==> src/rtl/imem_pkg.sv <==
// imem_pkg: shared types and constants for the instruction-memory fetch controller.
package imem_pkg;
  typedef enum logic [1:0] {IDLE, READ, DRAIN, DONE} imem_fetch_state_t;
  localparam int INSTR_BYTES = 4;
  localparam int BYTE_W = 8;
endpackage

==> src/rtl/imem_fetch_ctrl.sv <==
// imem_fetch_ctrl: byte-serial fetch of 32-bit instructions and loader arbitration on one memory port.
module imem_fetch_ctrl
  import imem_pkg::*;
#(
  parameter int ADDR_WIDTH  = 8,
  parameter int DATA_WIDTH  = BYTE_W,
  parameter int INSTR_WIDTH = INSTR_BYTES * BYTE_W
) (
  input  logic                   clk,
  input  logic                   rst,
  input  logic                   fetch_req,
  input  logic [ADDR_WIDTH-1:0]  fetch_addr,
  output logic                   fetch_ready,
  output logic                   instr_valid,
  output logic [INSTR_WIDTH-1:0] instr,
  input  logic                   instr_ready,
  output logic                   misaligned,
  input  logic                   load_valid,
  input  logic [ADDR_WIDTH-1:0]  load_addr,
  input  logic [DATA_WIDTH-1:0]  load_data,
  output logic                   load_ready,
  output logic                   mem_rd_en,
  output logic [ADDR_WIDTH-1:0]  mem_rd_addr,
  input  logic [DATA_WIDTH-1:0]  mem_rd_data,
  output logic                   mem_wr_en,
  output logic [ADDR_WIDTH-1:0]  mem_wr_addr,
  output logic [DATA_WIDTH-1:0]  mem_wr_data
);
  imem_fetch_state_t state_q, state_d;
  logic [1:0] cnt_q, cnt_d, byte_sel;
  logic [ADDR_WIDTH-1:0] base_q, base_d;
  logic [INSTR_WIDTH-1:0] instr_q, instr_d;
  logic valid_q, valid_d, mis_q, mis_d, rd_en_q, rd_en_d, idle, accept;
  assign idle        = state_q == IDLE;
  assign load_ready  = idle;
  assign fetch_ready = idle && !load_valid;
  assign accept      = fetch_req && fetch_ready;
  assign mem_wr_en   = idle && load_valid;
  assign mem_wr_addr = load_addr;
  assign mem_wr_data = load_data;
  assign mem_rd_addr = (state_q == READ) ? base_q + ADDR_WIDTH'(cnt_q) : base_q;
  assign mem_rd_en   = rd_en_q;
  assign instr_valid = valid_q;
  assign instr       = instr_q;
  assign misaligned  = mis_q;
  assign byte_sel    = cnt_q - 2'd1;
  // Read data lags the address by one cycle, so READ with cnt=k stores byte k-1 and DRAIN stores byte 3.
  always_comb begin
    state_d = idle ? (accept ? READ : IDLE) :
              (state_q == READ) ? (cnt_q == 2'd3 ? DRAIN : READ) :
              (state_q == DRAIN) ? DONE : (instr_ready ? IDLE : DONE);
    cnt_d   = cnt_q;
    base_d  = base_q;
    instr_d = instr_q;
    valid_d = valid_q;
    mis_d   = mis_q;
    if (accept) begin
      base_d = {fetch_addr[ADDR_WIDTH-1:2], 2'b00};
      mis_d  = |fetch_addr[1:0];
      cnt_d  = 2'd0;
    end
    if (state_q == READ) begin
      cnt_d = cnt_q + 2'd1;
      if (cnt_q != 2'd0) instr_d[{byte_sel, 3'b000} +: BYTE_W] = mem_rd_data;
    end
    if (state_q == DRAIN) begin
      instr_d[INSTR_WIDTH-1 -: BYTE_W] = mem_rd_data;
      valid_d = 1'b1;
    end
    if (state_q == DONE && instr_ready) valid_d = 1'b0;
    rd_en_d = state_d == READ;
  end
  always_ff @(posedge clk or posedge rst) begin
    if (rst) begin
      state_q <= IDLE;
      cnt_q   <= '0;
      base_q  <= '0;
      instr_q <= '0;
      valid_q <= 1'b0;
      mis_q   <= 1'b0;
      rd_en_q <= 1'b0;
    end else begin
      state_q <= state_d;
      cnt_q   <= cnt_d;
      base_q  <= base_d;
      instr_q <= instr_d;
      valid_q <= valid_d;
      mis_q   <= mis_d;
      rd_en_q <= rd_en_d;
    end
  end
endmodule

==> config.mk <==
export PLATFORM = sky130hd
export DESIGN_NAME = imem_fetch_ctrl
export DESIGN_NICKNAME = d
export VERILOG_FILES = /design/src/rtl/imem_pkg.sv /design/src/rtl/imem_fetch_ctrl.sv
export SDC_FILE = /design/constraint.sdc
export NUM_CORES = 1
export LEC_CHECK = 0
export ABC_AREA = 1
export CORE_MARGIN = 4
export CORE_UTILIZATION = 25
export CTS_CLUSTER_SIZE = 30
export DETAILED_ROUTE_END_ITERATION = 7
export SLEW_MARGIN = 20
export SYNTH_ARGS = -nofsm -noshare
export SYNTH_HDL_FRONTEND = slang
export SYNTH_SLANG_ARGS = --single-unit
export TNS_END_PERCENT = 1
==> constraint.sdc <==
create_clock -name clk -period 2 [get_ports clk]
set_clock_uncertainty 0.15 [all_clocks]
set_input_delay 0.3 -clock clk [delete_from_list [all_inputs] [get_ports clk]]
set_output_delay 0.3 -clock clk [all_outputs]
set_load 0.005 [all_outputs]
==> run metrics <==
Logic pwr share=between 50 and 60%; worst-path fanout max=3; commonest non-fill, non-tap cells in the layout=nand2_1 (77), clkdlybuf4s50_1 (62), dfrtp_1 (45); number of port buffers=66; layout cells sized above 1=11.7%; CP endpoint kind=output port; initial antenna violation count=0; clk sink count=45; critical path endpoint=load_ready; Die H=around 100 um; Finish-stage setup viols=0; reg2reg setup slack=around 0.19 ns; switching pwr=~0.002 W; YS warnings=0; number of global-route vias before repair=~2000; worst reg2reg path startpoint=cnt_q[0]; Sequential Power Share=31.0%; register area share after synthesis=between 40% and 50%; CTS Buf Count=5; Global Route Usage Sum=between 10% and 20%; status=finished clean; fmax=522 MHz; Max Slew Vio Count=0; routability cong.=0.777; DR iter-0 viols=slightly above 70; row count=34; HPWL after DPL=between 4000 and 5000 um; cell-internal power=between 0.003 and 0.004 W; Root Buffer Master=clkbuf_8; Least-Margin Pin Slew=0.426 ns; total wire length=a little over 6000 um; Remaining DRCs=0; initial core utilization=approximately a quarter; Sum Neg Setup Slack=0 ns; CP Launch Type=flip-flop; post-route antenna net violation count=0; IO Count=99; Routed WL per cell=13.8 um; DRT Pass-1 Iters=4; GRT Residual Overflow=0; library cells used by synthesis=22; unrepaired setup endpoints after global routing=false; Worst-path clk slew=roughly 0.09 ns; Slew Limit Headroom=between 70% and 80%; Post-Syn Nets=around 320; Max Cap Viol=0; vias per cell=between 4 and 5; Die W=roughly 100 um; Worst R2R Path Depth=8; Total Power=0.00509 W; crit share post-route=approximately 96%; Clock Tree Buf Depth=2; TritonCTS clock tree=done; capture point of the worst reg-to-reg path=instr[24]; hold_ws=0.183 ns; final hold violation count=0; commonest non-fill, non-tap cell in the layout=nand2_1; via count=approximately 1900; WP data arrival=1.46 ns; H-Tree Depth=2; switching share of power=38.6%; clock share of power=between 15 and 20%; worst hold path class=in2async; die area=around 11000 um^2; crit path launch=state_q[0]; Cell Area, Synth=roughly 2300 um^2; Peak VDD IR=between 0.5 and 0.6 mV; pwr dens=between 1500 and 2000 nW/um^2; largest net degree at the start of global routing=46; Placement Cell Area=approximately 3000 um^2; worst path required time=about 1.6 ns; leak pwr=~1.6 nW; Worst-Skew Late Latency=approximately 0.30 ns; Crit Path Category=reg2out; Gate Count Post-Synth=~270; n_diodes=0; first-pass GRT wire length=9900 um; fin crit period=about 1.9 ns; register bit count reported by yosys=between 40 and 50; nets=382; P&R area growth vs syn=39.3%; Final Cell Area=approximately 3200 um^2; Avg Inst Size Synth=8.59 um^2; CORE AREA=slightly below 9000 um^2
-- flip-flops by register name, summed over array words and instances, names as in the netlist --
name and cells:
base_q 6, misaligned 1, mem_rd_en 1, state_q 2, cnt_q 2, instr_valid 1
instr 32
-- layer usage --
| metal | part of all wire, % | track usage [%] | routed length [um] | vias to the layer above |
|---|---|---|---|---|
| met3 | 7.6 | 4.72 | 463 | 14 |
| met4 | 1.9 | 3.51 | 114 | 0 |
| met1 | 44 | 13.8 | 2680 | 876 |
| met5 | 0 | 0 | 0 | - |
| li1 | - | - | - | 969 |
| met2 | 47 | 18.2 | 2850 | 65 |
-- critical path, cell delays in order, from the launching register on --
cell and delay [ns]:
dfrtp_1 0.43, inv_2 0.10, ha_4 0.14, clkdlybuf4s50_1 0.51
-- final cells by class --
cell class	instances	area, um^2
clock inverter	3	65.1
fill	929	5630
clock buffer	5	68.8
multi-input combinational	174	946
inverter	29	111
timing repair buffer	78	766
sequential	45	1130
tap	108	135
-- kinds of logic after synthesis --
family	synth area share, %
simple gates	26.1
buf+inv	11.6
flops	48.8
compound gates	7.04
fa+ha+maj	6.50
-- what timing repair did --
item / CTS / global route
pin swaps: 1 / 0
resized for setup: 11 / 2
cloned: 0 / 0
endpoints found under the setup margin: 5 / 8
hold buffers: 0 / 0
buffers inserted: 4 / 3
-- metrics by stage --
stage          util, %  std cells  worst slack, ns
5_1_grt           36.4        442          0.00549
2_1_floorplan        -        269            0.293
3_5_place_dp      33.9        427            0.106
4_1_cts           36.1        439          0.00254
3_3_place_gp      33.9        427            0.174
6_report          36.4        442           0.0854
-- cell usage after synthesis, drive strengths merged --
cell type | instances | area [um^2]
o21ai | 27 | 146
ha | 12 | 150
a21oi | 2 | 10.0
nand4 | 15 | 93.8
nand3 | 14 | 75.1
clkbuf | 1 | 3.75
nand2 | 79 | 302
nor2 | 23 | 116
inv | 29 | 111
o22ai | 1 | 6.26
buf | 20 | 153
nor3 | 1 | 16.3
dfrtp | 45 | 1130
-- how the worst min path moves through the flow --
stage,to,slack (ns),cells after the start,startpoint
floorplan,instr_valid,0.23,1,instr_ready
global placement,base_q[4],0.31,2,base_q[4]
detailed placement,base_q[4],0.32,2,base_q[4]
CTS,instr[26],0.19,3,rst
global route,instr[26],0.20,3,rst
finish,instr[26],0.18,3,rst
-- power by group through the flow --
| stage | Sequential (W) | Clock [W] | Combinational (W) |
|---|---|---|---|
| after CTS | 0.00158 | 0.000848 | 0.00267 |
| after global placement | 0.00158 | 0 | 0.00252 |
| after floorplan | 0.00160 | 0 | 0.00131 |
| final | 0.00158 | 0.000827 | 0.00269 |
| after global routing | 0.00163 | 0.000894 | 0.00298 |
| after detailed placement | 0.00159 | 0 | 0.00254 |
(Power assumes the default switching activity.)
